File: config.mk
export PLATFORM = sky130hd
export DESIGN_NAME = spi_reg_bank_flat
export DESIGN_NICKNAME = d
export VERILOG_FILES = /design/src/rtl/spi_reg_bank_if.sv /design/src/rtl/spi_reg_bank.sv /design/src/flat_wrapper.sv
export SDC_FILE = /design/constraint.sdc
export NUM_CORES = 1
export LEC_CHECK = 0
export ABC_CLOCK_PERIOD_IN_PS = 3500
export CAP_MARGIN = 10
export CELL_PAD_IN_SITES_DETAIL_PLACEMENT = 2
export CELL_PAD_IN_SITES_GLOBAL_PLACEMENT = 2
export CORE_MARGIN = 2
export CORE_UTILIZATION = 39
export DETAILED_ROUTE_END_ITERATION = 16
export GPL_ROUTABILITY_DRIVEN = 1
export GPL_TIMING_DRIVEN = 0
export PLACE_DENSITY_LB_ADDON = 0.1
export REMOVE_ABC_BUFFERS = 1
export SYNTH_ARGS = -nofsm -noshare
export SYNTH_HDL_FRONTEND = slang
export SYNTH_SLANG_ARGS = --single-unit
export TNS_END_PERCENT = 20
File: constraint.sdc
create_clock -name clk -period 3.5 [get_ports clk]
set_input_delay 0.7 -clock clk [delete_from_list [all_inputs] [get_ports clk]]
set_output_delay 0.7 -clock clk [all_outputs]
set_load 0.1 [all_outputs]
File: src/rtl/spi_reg_bank_if.sv
// spi_reg_bank_if: SPI pins between a controller and the register bank.
// Controller drives SCLK/nCS/COPI; the bank returns CIPO and its pad enable.
interface spi_reg_bank_if;
  logic SCLK;
  logic nCS;
  logic COPI;
  logic CIPO;
  logic cipo_oe;

  modport master (
    output SCLK, nCS, COPI,
    input  CIPO, cipo_oe
  );

  modport slave (
    input  SCLK, nCS, COPI,
    output CIPO, cipo_oe
  );
endinterface

File: src/rtl/spi_reg_bank.sv
// spi_reg_bank: mode-0 SPI register bank, burst writes with auto-increment.
// Read-back over CIPO exists only when SPI_REG_READ_EN is defined.
module spi_reg_bank #(
  parameter int NUM_REGS    = 5,
  parameter int DATA_W      = 8,
  parameter int ADDR_W      = 7,
  parameter int SYNC_STAGES = 2
) (
  input  logic                       clk,
  input  logic                       rst_n,
  spi_reg_bank_if.slave              spi,
  output logic [NUM_REGS*DATA_W-1:0] reg_out,
  output logic [NUM_REGS-1:0]        wr_strobe,
  output logic                       frame_err
);
  localparam int MW = (ADDR_W > DATA_W) ? ADDR_W : DATA_W;
  localparam int CW = $clog2(MW) + 1;
  localparam logic [CW-1:0] ADDR_LAST = CW'(ADDR_W - 1);
  localparam logic [CW-1:0] DATA_LAST = CW'(DATA_W - 1);

  typedef enum logic [1:0] {
    IDLE,
    CMD,
    ADDR,
    DATA
  } state_t;

  state_t state, state_nxt;

  logic [SYNC_STAGES-1:0] sclk_sy, ncs_sy, copi_sy, live_sy;
  logic sclk_q, ncs_q, armed;
  logic sclk_s, ncs_s, copi_s;
  logic sclk_rise, ncs_fall, ncs_rise;
  logic addr_done, word_done, err_nxt;
  logic is_wr;
  logic [CW-1:0] cnt;
  logic [ADDR_W-1:0] addr, addr_nxt;
  logic [DATA_W-2:0] sh_in;
  logic [DATA_W-1:0] word;
  logic [DATA_W-1:0] regs [NUM_REGS];

  assign sclk_s = sclk_sy[SYNC_STAGES-1];
  assign ncs_s  = ncs_sy[SYNC_STAGES-1];
  assign copi_s = copi_sy[SYNC_STAGES-1];

  // SCLK activity only counts while the synced chip select is low.
  assign sclk_rise = sclk_s & ~sclk_q & ~ncs_s;
  // armed blocks a frame start from an nCS that was already low at reset release.
  assign ncs_fall  = armed & ncs_q & ~ncs_s;
  assign ncs_rise  = ~ncs_q & ncs_s;

  assign addr_nxt  = {addr[ADDR_W-2:0], copi_s};
  assign word      = {sh_in, copi_s};
  assign addr_done = (state == ADDR) & sclk_rise & (cnt == ADDR_LAST);
  assign word_done = (state == DATA) & sclk_rise & (cnt == DATA_LAST);

  // Synchronisers, edge history and post-reset arming of nCS.
  always_ff @(posedge clk or negedge rst_n) begin
    if (!rst_n) begin
      sclk_sy <= '0;
      ncs_sy  <= '1;
      copi_sy <= '0;
      live_sy <= '0;
      sclk_q  <= 1'b0;
      ncs_q   <= 1'b1;
      armed   <= 1'b0;
    end else begin
      sclk_sy <= {sclk_sy[SYNC_STAGES-2:0], spi.SCLK};
      ncs_sy  <= {ncs_sy[SYNC_STAGES-2:0], spi.nCS};
      copi_sy <= {copi_sy[SYNC_STAGES-2:0], spi.COPI};
      live_sy <= {live_sy[SYNC_STAGES-2:0], 1'b1};
      sclk_q  <= sclk_s;
      ncs_q   <= ncs_s;
      armed   <= armed | (live_sy[SYNC_STAGES-1] & ncs_s);
    end
  end

  // Frame state register.
  always_ff @(posedge clk or negedge rst_n) begin
    if (!rst_n) state <= IDLE;
    else        state <= state_nxt;
  end

  // Next state; an early nCS release flags a broken frame.
  always_comb begin
    state_nxt = state;
    err_nxt   = 1'b0;
    unique case (state)
      IDLE:    if (ncs_fall) state_nxt = CMD;
      CMD:     if (sclk_rise) state_nxt = ADDR;
      ADDR:    if (addr_done) state_nxt = DATA;
      DATA:    state_nxt = DATA;
      default: state_nxt = IDLE;
    endcase
    if (ncs_rise && state != IDLE) begin
      state_nxt = IDLE;
      err_nxt   = (state != DATA) || (cnt != '0);
    end
  end

  // Bit counting, address/data shifting and register writes.
  always_ff @(posedge clk or negedge rst_n) begin
    if (!rst_n) begin
      cnt       <= '0;
      addr      <= '0;
      sh_in     <= '0;
      is_wr     <= 1'b0;
      wr_strobe <= '0;
      frame_err <= 1'b0;
      for (int i = 0; i < NUM_REGS; i++) regs[i] <= '0;
    end else begin
      wr_strobe <= '0;
      frame_err <= err_nxt;
      if (state_nxt != state) cnt <= '0;
      else if (word_done)     cnt <= '0;
      else if (sclk_rise)     cnt <= cnt + CW'(1);
      if (state == CMD && sclk_rise)  is_wr <= copi_s;
      if (state == ADDR && sclk_rise) addr  <= addr_nxt;
      if (state == DATA && sclk_rise) sh_in <= word[DATA_W-2:0];
      if (word_done) begin
        addr <= addr + ADDR_W'(1);
        for (int i = 0; i < NUM_REGS; i++) begin
          if (is_wr && addr == ADDR_W'(i)) begin
            regs[i]      <= word;
            wr_strobe[i] <= 1'b1;
          end
        end
      end
    end
  end

  for (genvar g = 0; g < NUM_REGS; g++) begin : g_out
    assign reg_out[g*DATA_W +: DATA_W] = regs[g];
  end

`ifdef SPI_REG_READ_EN
  logic sclk_fall;
  logic cipo_q;
  logic [DATA_W-1:0] rd_sh;

  assign sclk_fall = ~sclk_s & sclk_q & ~ncs_s;

  function automatic logic [DATA_W-1:0] reg_at(input logic [ADDR_W-1:0] a);
    reg_at = '0;
    for (int i = 0; i < NUM_REGS; i++)
      if (a == ADDR_W'(i)) reg_at = regs[i];
  endfunction

  // Read shifter: load on address/word completion, shift out on falling SCLK.
  always_ff @(posedge clk or negedge rst_n) begin
    if (!rst_n) begin
      rd_sh  <= '0;
      cipo_q <= 1'b0;
    end else if (state == IDLE) begin
      cipo_q <= 1'b0;
    end else if (!is_wr) begin
      if (addr_done) begin
        rd_sh <= reg_at(addr_nxt);
      end else if (word_done) begin
        rd_sh <= reg_at(addr + ADDR_W'(1));
      end else if (state == DATA && sclk_fall) begin
        cipo_q <= rd_sh[DATA_W-1];
        rd_sh  <= {rd_sh[DATA_W-2:0], 1'b0};
      end
    end
  end

  assign spi.cipo_oe = (state == DATA) & ~is_wr;
  assign spi.CIPO    = spi.cipo_oe & cipo_q;
`else
  assign spi.cipo_oe = 1'b0;
  assign spi.CIPO    = 1'b0;
`endif
endmodule
File: src/flat_wrapper.sv
// flat-port wrapper written by rule: the top's interface ports become plain ports
module spi_reg_bank_flat 
#(
  parameter int NUM_REGS    = 5,
  parameter int DATA_W      = 8,
  parameter int ADDR_W      = 7,
  parameter int SYNC_STAGES = 2
)
  (clk, rst_n, reg_out, wr_strobe, frame_err, spi_SCLK, spi_nCS, spi_COPI, spi_CIPO, spi_cipo_oe);
  spi_reg_bank_if spi_i ();
  input  logic clk;
  input  logic rst_n;
  output logic [NUM_REGS*DATA_W-1:0] reg_out;
  output logic [NUM_REGS-1:0] wr_strobe;
  output logic frame_err;
  input wire logic [$bits(spi_i.SCLK)-1:0] spi_SCLK;
  input wire logic [$bits(spi_i.nCS)-1:0] spi_nCS;
  input wire logic [$bits(spi_i.COPI)-1:0] spi_COPI;
  output wire logic [$bits(spi_i.CIPO)-1:0] spi_CIPO;
  output wire logic [$bits(spi_i.cipo_oe)-1:0] spi_cipo_oe;
  assign spi_i.SCLK = spi_SCLK;
  assign spi_i.nCS = spi_nCS;
  assign spi_i.COPI = spi_COPI;
  assign spi_CIPO = spi_i.CIPO;
  assign spi_cipo_oe = spi_i.cipo_oe;
  spi_reg_bank #(.NUM_REGS(NUM_REGS), .DATA_W(DATA_W), .ADDR_W(ADDR_W), .SYNC_STAGES(SYNC_STAGES)) u_core (.clk(clk), .rst_n(rst_n), .spi(spi_i), .reg_out(reg_out), .wr_strobe(wr_strobe), .frame_err(frame_err));
endmodule
* Word level (Yosys, flattened, before mapping)
Cells that the tools add are included.
** Storage, ports and cells
- Bits in registers :: 78
- Input port bits :: 5
- Output and inout bits :: 48
- Word-level logic and storage cells :: 84
** Cells by class
- Add/subtract/negate cells :: 2
- Equality and inequality tests :: 11
- Muxes and demuxes :: 17
- Bitwise gates (word level) :: 14
- Reductions and logical operators :: 21
** Operators by type and width (count)
- $eq A7 B2 Y1 const B :: 2
- $mux W7 :: 2
- $mux W4 :: 3
- $and A1 B1 Y1 :: 10
- $reduce_and A2 Y1 :: 5
- $logic_and A1 B1 Y1 :: 9
- $eq A4 B3 Y1 const B :: 2
- $mux W2 :: 4
- $pmux W2 S4 :: 1
- $add A7 B1 Y7 const B :: 1
- $eq A7 B1 Y1 const B :: 1
- $eq A7 B3 Y1 const B :: 1
- $logic_not A7 Y1 :: 1
- $mux W1 :: 6
- $mux W5 :: 1
- $add A4 B1 Y4 const B :: 1
- $eq A2 B2 Y1 const B :: 2
- $reduce_bool A2 Y1 :: 2
- $reduce_bool A4 Y1 :: 1
- $not A1 Y1 :: 3
- $reduce_bool A3 Y1 :: 1
- $eq A2 B1 Y1 const B :: 1
- $logic_not A2 Y1 :: 1
- $ne A2 B2 Y1 :: 1
- other kinds (3) :: 3

* Depth between registers and ports, before layout
Gate-level depths: netlist of the first run.
- Word-level depth :: 10
- Mapped depth :: 7
- Mapped depth without buffers :: 6

* Worst setup path after synthesis of the first run
No wires, ideal clock.
- Path kind :: flip-flop to flip-flop
- Start :: reg u_core.addr[4]
- End :: reg u_core.regs (netlist bit u_core.reg_out[0])
- Setup time :: 0.125 ns
- Arrival :: 1.997 ns
- Slack :: 1.377 ns
- Cell stages (with the launch flop) :: 7
- Clock period less this slack :: 2.123 ns
- Path through :: dfrtp_1 or4b_1 buf_2 nor3_1 nor2b_1 buf_4 mux2_2
** Between the ends
- Cells in the longest elaborated chain, start to end :: 3
** RTL lines
- from (decl) :: RTL line spi_reg_bank.sv:37 : logic [ADDR_W-1:0] addr, addr_nxt;
- from (signal assigned) :: RTL line spi_reg_bank.sv:118 : if (state == ADDR && sclk_rise) addr <= addr_nxt;
- from (signal assigned) :: RTL line spi_reg_bank.sv:121 : addr <= addr + ADDR_W'(1);
- $logic_not A7 Y1 :: RTL line spi_reg_bank.sv:123 : if (is_wr && addr == ADDR_W'(i)) begin
- $logic_and A1 B1 Y1 :: RTL line spi_reg_bank.sv:123
- $reduce_and A2 Y1 (no source line)
- to (signal, indexed assignment) :: RTL line spi_reg_bank.sv:124 : regs[i] <= word;
- to (decl) :: RTL line spi_reg_bank.sv:40 : logic [DATA_W-1:0] regs [NUM_REGS];
Every way passes these cells.
A chain may end at the register's enable or synchronous reset.

* Worst setup path after layout of the first run
- Start :: reg u_core.addr[4]
- End :: reg u_core.regs (netlist bit u_core.reg_out[2])
The elaborated chain is that of the path after synthesis.

==> summary.md, run 1 <==
| Metric | Value |
|---|---|
| Total Nets Final | 304 |
| RSZ-0062 raised after global routing | no |
| Critical Path Source | u_core.addr[4]$_DFFE_PN0P_ |
| Final Hold Fails | 0 |
| Boundary Pins | 53 |
| Ant diodes | 0 |
| Postcts setup bufs | 0 |
| Status | complete, no violations |
| Async set-reset flop share out of synthesis | 100% |
| CP endpoint kind | register |
| Power, Total | 1.81 mW |
| Final ANT Viol Nets | 0 |
| Critical path peak fanout | 8 |
| GP Congestion | 0.734 |
| Total GRT Usage | 18.8% |
| Cell Pwr Density | 445 nW/um^2 |
| CTS root buffer | clkbuf_8 |
| CTS tree | yes |
| CP Data Required Time | 3740 ps |
| Max-cap viol count | 0 |
| Yosys reg bits | 78 |
| Mean Syn Cell Area | 13.7 sq um |
| R2r endpoint | u_core.reg_out[2]$_DFFE_PN0P_ |
| Final Util | 49.8% |
| Max incr delay on CP | 790 ps |
| Initial Util | 40.0% |
| Synth Flop Type | dfrtp_1 |
| Post-synthesis sequential area ratio | 59.9% |
| Fill cell count | 814 |
| Worst path bufs/invs | 0 |
| Clock sink count | 78 |
| Distinct cell type count after synthesis | 45 |
| First-pass GRT wire length | 12.5 mm |
| Path type of the worst setup path | register to register |
| DR iter-0 viols | 67 |
| Clock Latency Late Sink | 360 ps |
| Die Ht | 95.5 microns |
| Max Slew Vio Count | 0 |
| Post-CTS Resized | 0 |
| Max VDD drop | 0.000216 V |
| Cell row count | 33 |
| Final Cycle Share | 82.0% |
| Max_slew headroom | 32.6% |
| Wire length per cell | 19.2 microns |
| Hold Crit Class | primary input to async pin |
| Pin count of the biggest net entering global routing | 67 |
| Mapped cell area | 3270 sq um |
| Routed vias/inst | 5.38 |
| Synthesis-to-finish area growth | 24.7% |
| Top cells by count, synth | 75 x dfrtp_1, 48 x mux2_2, 11 x a21oi_1 |
| Die width | 95.5 microns |
| Die ar. | 9130 sq um |
| Post-cts hold buffer count | 0 |
| CTS Buf Count | 9 |
| Setup violators final | 0 |
| Worst Max-Slew Pin Slew | 1010 ps |
| DR vias | 2161 |
| Cell with the most instances after synthesis | dfrtp_1 |
| Setup Skew | 12.7 ps |
| Critical path arrival | 3110 ps |
| Largest delay contributor family on the critical path | simple AND/OR/NAND/NOR gates |
| Layout cell share with drive strength beyond 1 | 25.3% |
| R2r startpoint | u_core.addr[4]$_DFFE_PN0P_ |
| CP Launch Type | register |
| Post-DP HPWL | 5.24 mm |
| Synth area leader | dfrtp_1 |
| Max frequency | 0.348 GHz |
| Worst R2R Path Depth | 4 |
| Warnings, synthesis | 0 |
| PortBufs | 50 |
| Cells after synthesis | 238 |
| CTS HTree Levels | 3 |
| Number of synthesized flops with an enable pin | 0 |
| Antenna violations before repair | 0 |
| Worst path slowest cell | nor2b_1 |
| Vias in the first global route | 2298 |
| Leakage power | 1.84 nW |
| Reg clk slew, reported paths | 80 ps |
| Drt pass-1 iters | 4 |
| Final WL | 7.73 mm |
| # DRC | 0 |
| Worst-path cell chain | or4b_1 -> nor3_1 -> nor2b_1 -> mux2_2 |
| Top cells by area, synth | dfrtp_1 57%, mux2_2 17%, ha_1 2.7%, dfstp_2 2.4%, nor4_4 2.0% |
| Top-area cell type share of the netlist area | 57.4% |
| Core Box Area | 8180 sq um |
| Clock buffer depth | 2 |
| Overflow after GRT | 0 |
| Post-layout min period | 2870 ps |
| Flop-to-flop setup slack | 630 ps |
[cells by family (layout without fill, tap and decap cells)]
kind of cell	after synthesis	after routing	share of synthesized area, %
mux	51	51	17.5
compound gates	25	25	4.86
fa+ha+maj	7	7	2.68
simple gates	59	59	12.3
buf+inv	14	72	1.99
other cells	2	3	0.230
flops	78	78	59.9
xor+xnor	2	2	0.536
[metal layers]
layer  global-route usage, %  vias up  routed length [microns]
li1                        -      970                        -
met1                    25.9     1139                     3580
met2                    28.1       44                     3640
met3                    5.38        8                      376
met4                    7.50        0                      136
met5                       0        -                        0
[flip-flops by register name, indices dropped and copies added (netlist names)]
name	flops
u_core.wr_strobe	5
u_core.ncs_sy	2
u_core.copi_sy	2
u_core.live_sy	2
u_core.sclk_q	1
u_core.sh_in	7
u_core.ncs_q	1
u_core.armed	1
u_core.addr	7
u_core.frame_err	1
u_core.is_wr	1
u_core.sclk_sy	2
u_core.cnt	4
u_core.state	2
u_core.reg_out	40
[where the power goes]
part	internal, mW	total (mW)	switching, mW
clock network	0.333	0.670	0.337
registers	0.932	0.978	0.0461
logic	0.0559	0.162	0.106
[how the worst max path moves through the flow]
stage / endpoint / slack [ps] / depth (start not counted)
detailed placement: u_core.reg_out[2]$_DFFE_PN0P_ / 580 / 4
finish: u_core.reg_out[2]$_DFFE_PN0P_ / 630 / 4
floorplan: u_core.reg_out[0]$_DFFE_PN0P_ / 1100 / 4
global placement: u_core.reg_out[11]$_DFFE_PN0P_ / -1130 / 1
global route: u_core.reg_out[2]$_DFFE_PN0P_ / 380 / 4
CTS: u_core.reg_out[2]$_DFFE_PN0P_ / 580 / 4
[layout by cell type, fill, tap and decap left out, drive strengths merged, types with 2 or more instances in the layout]
cell,n
a21o,2
inv,6
o21ai,3
nor3,8
conb,3
and4,2
buf,2
clkbuf,11
a21oi,11
nor2,8
mux2i,2
nand2,7
nor3b,2
dfrtp,75
nand3,6
nand3b,2
clkdlybuf4s50,49
and3,5
nor4,6
dfstp,3
nor2b,3
mux2,49
clkinv,2
nand4,3
a211oi,2
ha,7
[per-stage QoR]
step | instances | instance area (sq um) | hold WS, ps | setup WS, ps | setup TNS, ps
2_1_floorplan | 230 | 3220 | 331 | 1100 | 0
3_5_place_dp | 386 | 3880 | 346 | 583 | 0
5_1_grt | 402 | 4070 | 181 | 379 | 0
6_report | 402 | 4070 | 187 | 630 | 0
3_3_place_gp | 385 | 3860 | 333 | -1130 | -84940
4_1_cts | 402 | 4070 | 180 | 575 | 0
[cell type report]
| class | count | area (sq um) | area share, % |
|---|---|---|---|
| flip-flops and latches | 78 | 1960 | 48.0 |
| multi-input cells | 147 | 1250 | 30.7 |
| inverters | 5 | 18.8 | 0.461 |
| clock buffers | 11 | 131 | 3.23 |
| repair buffers | 51 | 526 | 12.9 |
| well taps | 105 | 131 | 3.23 |
| clock inverters | 5 | 60.1 | 1.47 |
Note: power is estimated with default switching activity, not from simulation.
==> run 2: changes to the inputs <==
--- a/config.mk
+++ b/config.mk
@@ -5,12 +5,12 @@
 export SDC_FILE = /design/constraint.sdc
 export NUM_CORES = 1
 export LEC_CHECK = 0
-export ABC_CLOCK_PERIOD_IN_PS = 3500
+export ABC_CLOCK_PERIOD_IN_PS = 2600
 export CAP_MARGIN = 10
 export CELL_PAD_IN_SITES_DETAIL_PLACEMENT = 2
 export CELL_PAD_IN_SITES_GLOBAL_PLACEMENT = 2
 export CORE_MARGIN = 2
-export CORE_UTILIZATION = 39
+export CORE_UTILIZATION = 33
 export DETAILED_ROUTE_END_ITERATION = 16
 export GPL_ROUTABILITY_DRIVEN = 1
 export GPL_TIMING_DRIVEN = 0
==> constraint.sdc (replaced) <==
create_clock -name clk -period 2.6 [get_ports clk]
set_input_delay 0.52 -clock clk [delete_from_list [all_inputs] [get_ports clk]]
set_output_delay 0.52 -clock clk [all_outputs]
set_load 0.1 [all_outputs]
==> summary.md, run 2 (same netlist as run 1, synthesis figures left out) <==
| Metric | Value |
|---|---|
| Post-Layout Cell Count | 431 |
| Initial Util | 33.7% |
| Final ANT Viol Nets | 0 |
| Worst path bufs/invs | 0 |
| Max incr delay on CP | 760 ps |
| Core Box Area | 9680 sq um |
| Clock Latency Late Sink | 350 ps |
| Final WL | 7.65 mm |
| Total negative setup slack | 0 ps |
| CP Launch Type | register |
| CP Data Required Time | 2830 ps |
| Fin area | 4170 sq um |
| CTS root buffer | clkbuf_8 |
| Critical Path Source | u_core.addr[4]$_DFFE_PN0P_ |
| Commonest non-fill, non-tap cells in the layout | 75 x dfrtp_1, 49 x clkdlybuf4s50_1, 48 x mux2_2 |
| Reg area | 1960 sq um |
| CTS tree | yes |
| DP Cell Count | 414 |
| Worst Max-Slew Pin Slew | 1010 ps |
| Placed Area | 3920 sq um |
| Ant diodes | 0 |
| Boundary Pins | 53 |
| Max frequency | 0.415 GHz |
| DR iter-0 viols | 44 |
| CTS HTree Levels | 3 |
| Pin count of the biggest net entering global routing | 65 |
| Drt pass-1 iters | 4 |
| # DRC | 0 |
| Vias in the first global route | 2306 |
| Flop-to-flop setup slack | 190 ps |
| Post-cts hold buffer count | 0 |
| P_sw | 0.672 mW |
| Hold Crit Class | primary input to async pin |
| Logic pwr share | 8.8% |
| Post-layout min period | 2410 ps |
| R2r endpoint | u_core.reg_out[24]$_DFFE_PN0P_ |
| Final Cycle Share | 92.6% |
| Sequential fraction of design power | 51.1% |
| Total GRT Usage | 15.7% |
| Routed vias/inst | 4.91 |
| Multi-input gate area | 1270 sq um |
| Critical path peak fanout | 8 |
| Reg clk slew, reported paths | 90 ps |
| Hold WS | 23.0 ps |
| Total Nets Final | 305 |
| Antenna violations before repair | 0 |
| Pre-CTS setup slack | -411 ps |
| Clock power frac | 40.1% |
| Int Power | 1.91 mW |
| Max VDD drop | 0.000235 V |
| Clock sink count | 78 |
| Largest delay contributor family on the critical path | simple AND/OR/NAND/NOR gates |
| PortBufs | 50 |
| Cell row count | 36 |
| Setup Skew | 12.9 ps |
| Final Hold Fails | 0 |
| Wire length per cell | 17.8 microns |
| CP endpoint kind | register |
| Cell Pwr Density | 619 nW/um^2 |
| CTS Buf Count | 9 |
| Max_slew headroom | 32.7% |
| Layout cell share with drive strength beyond 1 | 26.8% |
| Die ar. | 10700 sq um |
| Leakage power | 1.87 nW |
| Final Util | 43.1% |
| Critical path arrival | 2630 ps |
| Power, Total | 2.58 mW |
| Die width | 103 microns |
| Setup violators final | 0 |
| Max-cap viol count | 0 |
| Worst path slowest cell | nor4_4 |
| Worst R2R Path Depth | 3 |
| First-pass GRT wire length | 12.5 mm |
| Path type of the worst setup path | register to register |
| Die Ht | 103 microns |
| GP Congestion | 0.776 |
| RSZ-0062 raised after global routing | no |
| Fill cell count | 987 |
| Worst-path cell chain | or4b_4 -> nor4_4 -> mux2_2 |
| Max Slew Vio Count | 0 |
| Max reg flops | 40 |
| Post-DP HPWL | 5.19 mm |
| Overflow after GRT | 0 |
| R2r startpoint | u_core.addr[4]$_DFFE_PN0P_ |
| Status | complete, no violations |
| Sw Share | 26.0% |
| DR vias | 2117 |
| Most common cell after layout, fill and taps aside | dfrtp_1 |
| Final setup margin | 192 ps |
| Synthesis-to-finish area growth | 27.7% |
| Clock buffer depth | 2 |
-- run 2: area by class of cell --
type | instances | area share [%]
flip-flops and latches | 78 | 46.9
clock buffers | 10 | 3.30
clock inverters | 6 | 2.22
multi-input cells | 147 | 30.4
repair buffers | 52 | 12.8
inverters | 5 | 0.450
well taps | 133 | 3.99
-- run 2: how the worst max path moves through the flow --
stage	endpoint	cells after the start
after floorplan	u_core.reg_out[0]$_DFFE_PN0P_	4
after global placement	u_core.reg_out[13]$_DFFE_PN0P_	1
after detailed placement	u_core.reg_out[6]$_DFFE_PN0P_	4
after CTS	u_core.reg_out[6]$_DFFE_PN0P_	4
after global routing	u_core.reg_out[19]$_DFFE_PN0P_	4
final	u_core.reg_out[24]$_DFFE_PN0P_	3
-- run 2: power by group through the flow --
stage / logic (mW) / clock network (mW) / registers (mW)
after floorplan: 0.132 / 0 / 1.33
after detailed placement: 0.220 / 0 / 1.34
after CTS: 0.230 / 1.08 / 1.32
after global placement: 0.213 / 0 / 1.34
after global routing: 0.251 / 1.12 / 1.33
final: 0.227 / 1.04 / 1.32
-- run 2: per-layer routing --
metal	vias up	part of all wire [%]	global-route usage, %
met2	48	48	25.4
met3	7	4.9	4.77
met1	1093	46	20.2
met5	-	0	0
met4	0	1.2	5.16
li1	969	-	-
-- run 2: what timing repair did --
action | in CTS | in global routing
resized for setup | 4 | 0
setup buffers | 0 | 1
endpoints found under the setup margin | 26 | 37
pin swaps | 2 | 1
